$ cat config.mk
export PLATFORM = sky130hd
export DESIGN_NAME = io_input_port
export DESIGN_NICKNAME = d
export VERILOG_FILES = /design/src/rtl/io_input_port.sv
export SDC_FILE = /design/constraint.sdc
export NUM_CORES = 1
export LEC_CHECK = 0
export CAP_MARGIN = 20
export CORE_MARGIN = 2
export CORE_UTILIZATION = 38
export CTS_CLUSTER_DIAMETER = 100
export CTS_CLUSTER_SIZE = 10
export DETAILED_ROUTE_END_ITERATION = 8
export SETUP_SLACK_MARGIN = 0.05
export SLEW_MARGIN = 40
export SYNTH_ARGS = -nofsm -noshare
export SYNTH_HDL_FRONTEND = slang
export SYNTH_SLANG_ARGS = --single-unit
$ cat constraint.sdc
create_clock -name I_CLOCK -period 1.48 [get_ports I_CLOCK]
set_input_delay 0.296 -clock I_CLOCK [delete_from_list [all_inputs] [get_ports I_CLOCK]]
set_output_delay 0.296 -clock I_CLOCK [all_outputs]
set_load 0.02 [all_outputs]
$ cat src/rtl/io_input_port.sv
// Memory-mapped input port: synchronised and debounced switches and keys,
// sticky key-press capture, and a fixed one-cycle registered read path.

module io_debounce_lane #(
   parameter int DEBOUNCE_CYCLES = 16,
   parameter bit SYNC_RST        = 1'b0,
   parameter bit INVERT          = 1'b0
) (
   input  logic clk,
   input  logic rst_n,
   input  logic raw,
   input  logic stable,
   output logic stable_nxt
);
   localparam int CNT_W = $clog2(DEBOUNCE_CYCLES);
   localparam logic [CNT_W-1:0] CNT_MAX = CNT_W'(DEBOUNCE_CYCLES - 1);

   logic [1:0]       sync_q, sync_d;
   logic [CNT_W-1:0] cnt_q, cnt_d;
   logic             in_lvl;

   // The stable flop lives in the parent so it can see both current and
   // next debounced levels for edge detection.
   always_comb begin
      sync_d     = {sync_q[0], raw};
      in_lvl     = sync_q[1] ^ INVERT;
      stable_nxt = stable;
      cnt_d      = '0;
      if (in_lvl != stable) begin
         if (cnt_q == CNT_MAX) stable_nxt = in_lvl;
         else                  cnt_d      = cnt_q + 1'b1;
      end
   end

   always_ff @(posedge clk or negedge rst_n) begin
      if (!rst_n) begin
         sync_q <= {2{SYNC_RST}};
         cnt_q  <= '0;
      end else begin
         sync_q <= sync_d;
         cnt_q  <= cnt_d;
      end
   end
endmodule

module io_input_port #(
   parameter int          NUM_SW          = 10,
   parameter int          NUM_KEY         = 4,
   parameter int          DEBOUNCE_CYCLES = 16,
   parameter logic [15:0] ADDR_SW         = 16'hF000,
   parameter logic [15:0] ADDR_KEY        = 16'hF001,
   parameter logic [15:0] ADDR_KEYCAP     = 16'hF002
) (
   input  logic               I_CLOCK,
   input  logic               I_LOCK,
   input  logic [NUM_SW-1:0]  I_SW,
   input  logic [NUM_KEY-1:0] I_KEY,
   input  logic               I_ReadEnable,
   input  logic [15:0]        I_Addr,
   output logic [15:0]        O_ReadData,
   output logic               O_ReadValid,
   output logic               O_KeyPending
);
   logic [NUM_SW-1:0]  sw_db_q, sw_db_d;
   logic [NUM_KEY-1:0] key_db_q, key_db_d, new_press, cap_q, cap_d;
   logic [15:0]        rd_data_q, rd_data_d;
   logic               rd_valid_q, rd_valid_d, pend_q, pend_d, cap_rd;

   generate
      for (genvar i = 0; i < NUM_SW; i++) begin : g_sw
         io_debounce_lane #(
            .DEBOUNCE_CYCLES(DEBOUNCE_CYCLES), .SYNC_RST(1'b0), .INVERT(1'b0)
         ) u_lane (
            .clk(I_CLOCK), .rst_n(I_LOCK), .raw(I_SW[i]),
            .stable(sw_db_q[i]), .stable_nxt(sw_db_d[i])
         );
      end
      // Keys idle high on the board; invert so internal 1 means pressed.
      for (genvar i = 0; i < NUM_KEY; i++) begin : g_key
         io_debounce_lane #(
            .DEBOUNCE_CYCLES(DEBOUNCE_CYCLES), .SYNC_RST(1'b1), .INVERT(1'b1)
         ) u_lane (
            .clk(I_CLOCK), .rst_n(I_LOCK), .raw(I_KEY[i]),
            .stable(key_db_q[i]), .stable_nxt(key_db_d[i])
         );
      end
   endgenerate

   always_comb begin
      new_press  = key_db_d & ~key_db_q;
      cap_rd     = I_ReadEnable && (I_Addr == ADDR_KEYCAP);
      // A press landing in the same cycle as a clearing read survives.
      cap_d      = cap_rd ? new_press : (cap_q | new_press);
      pend_d     = |cap_d;
      rd_valid_d = I_ReadEnable;
      rd_data_d  = rd_data_q;
      if (I_ReadEnable) begin
         rd_data_d = '0;
         if (I_Addr == ADDR_SW)          rd_data_d = 16'(sw_db_q);
         else if (I_Addr == ADDR_KEY)    rd_data_d = 16'(key_db_q);
         else if (I_Addr == ADDR_KEYCAP) rd_data_d = 16'(cap_q);
      end
   end

   always_ff @(posedge I_CLOCK or negedge I_LOCK) begin
      if (!I_LOCK) begin
         sw_db_q    <= '0;
         key_db_q   <= '0;
         cap_q      <= '0;
         pend_q     <= 1'b0;
         rd_data_q  <= '0;
         rd_valid_q <= 1'b0;
      end else begin
         sw_db_q    <= sw_db_d;
         key_db_q   <= key_db_d;
         cap_q      <= cap_d;
         pend_q     <= pend_d;
         rd_data_q  <= rd_data_d;
         rd_valid_q <= rd_valid_d;
      end
   end

   assign O_ReadData   = rd_data_q;
   assign O_ReadValid  = rd_valid_q;
   assign O_KeyPending = pend_q;
endmodule

==> impl_metrics.py, run 1 <==
metrics = {
    "outcome": {
        "outcome": "complete, but fails checks",
        "violations": "DRC, setup timing",
    },
    "clock_network": {
        "cts_tree": "yes",
        "insertion_delay_ns": 0.41,
        "clockRootBuffer": "clkbuf_16",
        "htreeDepth": 4,
        "cts_buffers": 17,
        "clk_path_buf_depth": 2,
        "path_clk_slew_ns": 0.06,
        "cts.sinks": 114,
    },
    "finish": {
        "nNetsFinal": 484,
        "drive_above_1_share": 0.218,
        "diodes": 0,
        "syn2layout_area_growth_pct": 32.9,
    },
    "worst_setup_path": {
        "end_kind": "flip-flop",
        "worstReg2RegStart": "g_key[0].u_lane.cnt_q[0]$_DFF_PN0_",
        "cp_top_family": "simple AND/OR/NAND/NOR gates",
        "startpoint": "g_key[0].u_lane.cnt_q[0]$_DFF_PN0_",
        "crit_slowest_cell": "or4_1",
        "critPathRequiredTime_ns": 1.77,
        "cp.arrival_ns": 1.80,
        "path_class": "flip-flop to flip-flop",
        "slowest_delay_ns": 0.51,
        "startpoint_type": "flip-flop",
        "crit_chain": "ha_4 > nand3_4 > nor3_2 > or4_1 > a21o_1",
        "critical_path_buf_inv_count": 0,
        "path_max_fanout": 4,
    },
    "pwr": {
        "p_leak_nw": 2.77,
        "power_density_nw_per_um2": 1330,
        "vdd.ir_drop.worst_v": 0.000893,
    },
    "placement": {
        "pre_cts_ws_ns": -0.553,
        "finalWeightedCongestion": 0.731,
        "port_buffers": 44,
        "hpwlAfterDp_um": 5700,
    },
    "timing": {
        "max_freq_ghz": 0.664,
        "rsz0062_at_grt": "yes",
        "hold_ws_ns": 0.283,
        "min_period_over_period": 1.02,
        "timing.final.max_slew_violations": 0,
        "tns_ns": -0.0267,
        "setup_viol": 1,
        "hold_violations": 0,
        "worst_slack_ns": -0.0267,
        "finClkSkew_ns": 0.00601,
        "min_period_ns": 1.51,
    },
    "logic_synthesis": {
        "synth_area_leader_cell": "dfrtp_1",
        "synth.distinct_cells": 33,
        "avgSynthCellArea_um2": 13.0,
        "yosysSeqAreaShare": 0.632,
        "netlist_instances": 347,
        "yosys-top-cells-area": "dfrtp_1 59%, dfstp_2 4.6%, xnor2_1 4.6%",
        "syn_area_um2": 4530,
        "ys_seq_elements": 114,
        "synth_top_area_share": 0.586,
        "yosysWarnings": 0,
    },
    "floorplanning": {
        "io_pins": 51,
        "start_util": 0.393,
        "core_um2": 11500,
        "dieArea_um2": 12800,
        "row_count": 39,
        "die_h_um": 113,
        "chipWidth_um": 113,
    },
    "routing": {
        "route.detailed.drc": 5,
        "vias_per_cell": 4.96,
        "first_pass_iters": 6,
        "initialDrtViolationCount": 123,
        "wl_met2_um": 4180,
        "wirelength_um": 8350,
        "vias": 2943,
        "met3_length_um": 422,
        "antenna_left": 0,
        "drt-wirelength-per-cell_um": 14.1,
        "wl_met1_um": 3680,
        "top_layer_used": "met4",
    },
    "global_route": {
        "antenna_found_initial": 0,
        "overflow": 0,
        "grt_pass1_vias": 3122,
        "grt_pass1_wl_um": 14400,
        "grt_max_degree": 44,
        "grt.total_usage": 0.146,
    },
    "min_path": {
        "hp-class": "input port to flip-flop",
        "min_from": "I_ReadEnable",
    },
    "run": {
        "maxCapViolCount": 0,
    },
}
## worst register-to-register path, cell delays in order, from the launching register on
cell     delay (ns)
dfrtp_1        0.40
ha_4           0.18
nand3_4        0.09
nor3_2         0.05
or4_1          0.51
a21o_1         0.16
## cells by family after synthesis
logic type	Yosys count	share of synthesized area
AO/OA/AOI/OAI	69	0.0951
XOR/XNOR	28	0.0542
multiplexers	10	0.0249
AND/OR/NAND/NOR	88	0.130
flip-flops	114	0.632
other	1	0.000828
buffers and inverters	23	0.0240
adder cells (fa/ha/maj)	14	0.0387
## registers in the layout, summed over array words and instances (netlist names)
signal and cells:
g_sw.u_lane.sync_q 20, cap_q 4, g_key.u_lane.sync_q 8, sw_db_q 10, O_ReadValid 1, g_key.u_lane.cnt_q 16, O_KeyPending 1, g_sw.u_lane.cnt_q 40
O_ReadData 10, key_db_q 4
## stage by stage
step	util	power, mW	instance area, um^2	instances
2_1_floorplan	-	3.64	4580	352
5_1_grt	0.522	8.34	6020	593
6_report	0.522	7.99	6020	593
4_1_cts	0.521	8.11	6000	592
3_3_place_gp	0.464	3.89	5340	553
3_5_place_dp	0.464	3.92	5340	553
## routing by layer
layer  vias to the layer above  global-route usage
met4                         0              0.0528
met2                        61               0.234
li1                       1404                   -
met3                         7              0.0595
met5                         -                   0
met1                      1471               0.177
## worst paths after layout
| check | to | slack (ns) | cells past startpoint |
|---|---|---|---|
| worst max-delay path | O_KeyPending$_DFF_PN0_ | -0.03 | 5 |
| worst min-delay path | O_ReadValid$_DFF_PN0_ | 0.28 | 2 |
| worst max register to register | O_KeyPending$_DFF_PN0_ | -0.03 | 5 |
| worst min register to register | g_sw[1].u_lane.sync_q[1]$_DFF_PN0_ | 0.35 | 0 |
| max in group asynchronous | g_sw[8].u_lane.cnt_q[1]$_DFF_PN0_ | 0.64 | 3 |
| min in group asynchronous | g_key[2].u_lane.cnt_q[3]$_DFF_PN0_ | 0.32 | 2 |
## layout by cell type, fill, tap and decap left out, types with 10 or more instances in the layout
cell	synthesis	routed
nand4b_1	12	12
mux2_2	10	10
a21oi_1	24	24
clkbuf_16	0	17
inv_1	16	16
nor2_1	18	18
dfrtp_1	106	106
xnor2_1	24	24
nor2b_1	12	12
buf_4	6	25
clkdlybuf4s50_1	0	19
a21o_1	11	11
ha_1	14	10
nor3b_1	14	14
dlygate4sd2_1	0	11
nand3_1	14	10
o21ai_0	16	16
## what timing repair did
action / in CTS / in global routing
endpoints found under the hold margin: 10 / 0
buffers inserted: 6 / 1
setup endpoints to repair: 24 / 20
hold buffers: 1 / 0
pin swaps: 8 / 6
resized for setup: 32 / 11
## where the power goes
| part | switching [mW] | internal, mW | total (mW) | leakage (nW) |
|---|---|---|---|---|
| clock | 1.47 | 2.66 | 4.13 | 0.294 |
| combinational | 0.234 | 0.251 | 0.485 | 0.993 |
| sequential | 0.114 | 3.26 | 3.38 | 1.48 |
| total | 1.81 | 6.17 | 7.99 | 2.77 |
## cell usage after synthesis
library cell	instances
dfrtp_1	106
mux2_2	10
nor4b_4	2
nor3_2	1
nor3b_1	14
nor3_1	4
inv_1	16
xnor2_1	24
or4_1	2
nand4_2	1
a21o_1	11
nand3_1	14
a31oi_1	2
buf_4	6
nor4_4	1
a22oi_1	4
a22o_1	6
nor2b_1	12
or3b_4	1
and3_1	1
nand2_1	4
ha_1	14
clkinv_1	1
dfstp_2	8
conb_1	1
nand4_1	1
a311oi_1	2
nor2_1	18
nand4b_1	12
o2bb2ai_1	4
xor2_1	4
o21ai_0	16
a21oi_1	24
## cell type report
| type | count | area, um^2 |
|---|---|---|
| fill | 1006 | 5500 |
| sequential | 114 | 2860 |
| multi-input combinational | 215 | 1640 |
| timing repair buffer | 72 | 666 |
| clock buffer | 17 | 425 |
| clock inverter | 15 | 181 |
| tap | 143 | 179 |
| inverter | 17 | 63.8 |
No activity file was read; power rests on OpenSTA's default activity.
==> run 2: changes to the inputs <==
- ABC_CLOCK_PERIOD_IN_PS: unset -> 1480
- CTS_CLUSTER_DIAMETER: 100 -> unset
- CTS_CLUSTER_SIZE: 10 -> 28
==> results of run 2 <==
The final DEF is identical to that of run 1; final timing and power are the same.
==> run 3: changes to the inputs <==
- CORE_UTILIZATION: 38 -> 39
- CTS_CLUSTER_SIZE: 28 -> 24
==> run 3 against run 2 <==
Die area down 2.5%. Clock skew down 0.00058 ns. Power down 1.1%. The flow finishes with violations (setup timing). Final cell count down 0.67%. Setup slack better by 0.015 ns. Wire length down 3.7%. Cell area down 1.1%. Critical path type unchanged.
==> impl_metrics.py, run 3 (synthesized netlist as in run 1, its figures left out) <==
metrics = {
    "floorplanning": {
        "chipWidth_um": 112,
        "core_um2": 11400,
        "io_pins": 51,
        "die_h_um": 112,
        "start_util": 0.398,
        "dieArea_um2": 12500,
        "row_count": 39,
    },
    "pwr": {
        "power_density_nw_per_um2": 1330,
        "comb_power_share": 0.059,
        "seq_power_share": 0.427,
        "p_leak_nw": 2.73,
        "swShare": 0.212,
        "internal-power_mw": 6.22,
        "p_sw_mw": 1.68,
        "clock_power_share": 0.514,
        "vdd.ir_drop.worst_v": 0.00134,
    },
    "finish": {
        "syn2layout_area_growth_pct": 31.5,
        "layout_commonest_cell": "dfrtp_1",
        "register_area_um2": 2860,
        "regMostFlops": "g_sw.u_lane.cnt_q",
        "diodes": 0,
        "reg_top3": "g_sw.u_lane.cnt_q x40, g_sw.u_lane.sync_q x20, g_key.u_lane.cnt_q x16",
        "fillers": 968,
        "final_cell_mix": "106 x dfrtp_1, 24 x xnor2_1, 24 x a21oi_1",
        "largest_register_ffs": 40,
        "design_area_um2": 5950,
        "nNetsFinal": 480,
        "drive_above_1_share": 0.204,
        "multiInputGateArea_um2": 1620,
        "final_cells": 589,
    },
    "worst_setup_path": {
        "rr_worst_depth": 5,
        "path_max_fanout": 2,
        "cp.arrival_ns": 1.78,
        "regToRegEndpoint": "O_KeyPending$_DFF_PN0_",
        "end_kind": "flip-flop",
        "critPathRequiredTime_ns": 1.77,
        "path_class": "flip-flop to flip-flop",
        "worstReg2RegStart": "g_key[3].u_lane.cnt_q[0]$_DFF_PN0_",
        "r2r_slack_ns": -0.01,
        "startpoint_type": "flip-flop",
    },
    "placement": {
        "place_inst": 554,
        "hpwlAfterDp_um": 5460,
        "port_buffers": 44,
        "placed_area_um2": 5340,
        "finalWeightedCongestion": 0.738,
    },
    "clock_network": {
        "cts_tree": "yes",
        "cts_buffers": 17,
        "clockRootBuffer": "clkbuf_16",
        "clk_path_buf_depth": 2,
        "path_clk_slew_ns": 0.05,
        "insertion_delay_ns": 0.40,
        "cts.sinks": 114,
        "htreeDepth": 4,
    },
    "routing": {
        "initialDrtViolationCount": 177,
        "wirelength_um": 8040,
        "drt-wirelength-per-cell_um": 13.6,
        "first_pass_iters": 5,
        "vias_per_cell": 4.95,
        "vias": 2917,
        "route.detailed.drc": 0,
        "antenna_left": 0,
    },
    "min_path": {
        "holdPathStages": 2,
        "hold_end": "O_ReadValid$_DFF_PN0_",
        "hp-class": "input port to flip-flop",
        "min_from": "I_ReadEnable",
    },
    "timing": {
        "max_freq_ghz": 0.670,
        "hold_violations": 0,
        "timing.final.max_slew_violations": 0,
        "min_period_over_period": 1.01,
        "finClkSkew_ns": 0.00543,
        "rsz0062_at_grt": "yes",
        "worst_slack_ns": -0.0115,
        "hold_ws_ns": 0.269,
        "setup_viol": 1,
        "min_period_ns": 1.49,
    },
    "global_route": {
        "grt.total_usage": 0.147,
        "grt_pass1_wl_um": 14500,
        "antenna_found_initial": 0,
        "grt_max_degree": 58,
        "grt_pass1_vias": 3117,
        "overflow": 0,
    },
    "run": {
        "maxCapViolCount": 0,
    },
    "outcome": {
        "outcome": "complete, but fails checks",
        "violations": "setup timing",
    },
}
run 3: cell count changes in the layout (fill, tap and decap cells not counted), sizes merged:
cell / delta
clkdlybuf4s15: -1
clkinv: -2
clkinvlp: +1
dlymetal6s2s: -1
dlygate4sd2: +4
buf: -4
clkbuf: +3
inv: -4
run 3: routing by layer:
layer / share of wire / up-vias / GRT usage
met4: 0.017 / 0 / 0.0724
met1: 0.45 / 1455 / 0.187
li1: - / 1399 / -
met2: 0.49 / 50 / 0.227
met5: 0 / - / 0
met3: 0.043 / 13 / 0.0484
run 3: worst max-delay path, cell delays in order, from the launching register on:
cell and delay [ns]:
dfrtp_1 0.38, ha_2 0.20, nand3_2 0.09, nor3_2 0.05
or4_1 0.50, a21o_1 0.16
run 3: power by group through the flow:
| stage | logic [mW] | registers (mW) | clock network (mW) |
|---|---|---|---|
| 2_1_floorplan | 0.233 | 3.41 | 0 |
| 3_3_place_gp | 0.462 | 3.42 | 0 |
| 3_5_place_dp | 0.473 | 3.42 | 0 |
| 4_1_cts | 0.471 | 3.37 | 4.17 |
| 5_1_grt | 0.536 | 3.40 | 4.33 |
| 6_report | 0.462 | 3.38 | 4.06 |
run 3: final cells by class:
class / count / area share
clock buffer: 22 / 0.0780
sequential: 114 / 0.481
multi-input combinational: 215 / 0.273
inverter: 17 / 0.0107
timing repair buffer: 68 / 0.105
clock inverter: 10 / 0.0223
tap: 143 / 0.0301
run 3: metrics by stage:
stage               setup slack (ns)   util  setup TNS (ns)  total power [mW]
floorplan                    0.00507      -               0              3.64
global placement              -0.466  0.469           -5.16              3.88
detailed placement            -0.487  0.469           -5.59              3.90
CTS                         -0.00509  0.523        -0.00509              8.02
global route                 -0.0736  0.523         -0.0736              8.26
finish                       -0.0115  0.523         -0.0115              7.90
run 3: how the worst max path moves through the flow:
stage	from	end	slack (ns)	cells past startpoint
after floorplan	g_key[1].u_lane.cnt_q[0]$_DFF_PN0_	O_KeyPending$_DFF_PN0_	0.005	5
after global placement	I_Addr[3]	cap_q[0]$_DFF_PN0_	-0.47	5
after detailed placement	I_Addr[3]	cap_q[0]$_DFF_PN0_	-0.49	5
after CTS	g_key[3].u_lane.cnt_q[0]$_DFF_PN0_	O_KeyPending$_DFF_PN0_	-0.005	5
after global routing	g_key[1].u_lane.cnt_q[0]$_DFF_PN0_	O_KeyPending$_DFF_PN0_	-0.07	5
final	g_key[3].u_lane.cnt_q[0]$_DFF_PN0_	O_KeyPending$_DFF_PN0_	-0.01	5
run 3: timing repair:
item / in CTS / in global routing
gates cloned: 0 / 0
endpoints found under the setup margin: 18 / 10
hold buffers: 1 / 0
setup buffers: 2 / 0
endpoints found under the hold margin: 10 / 0
gates resized for setup: 30 / 7
pin swaps: 8 / 4
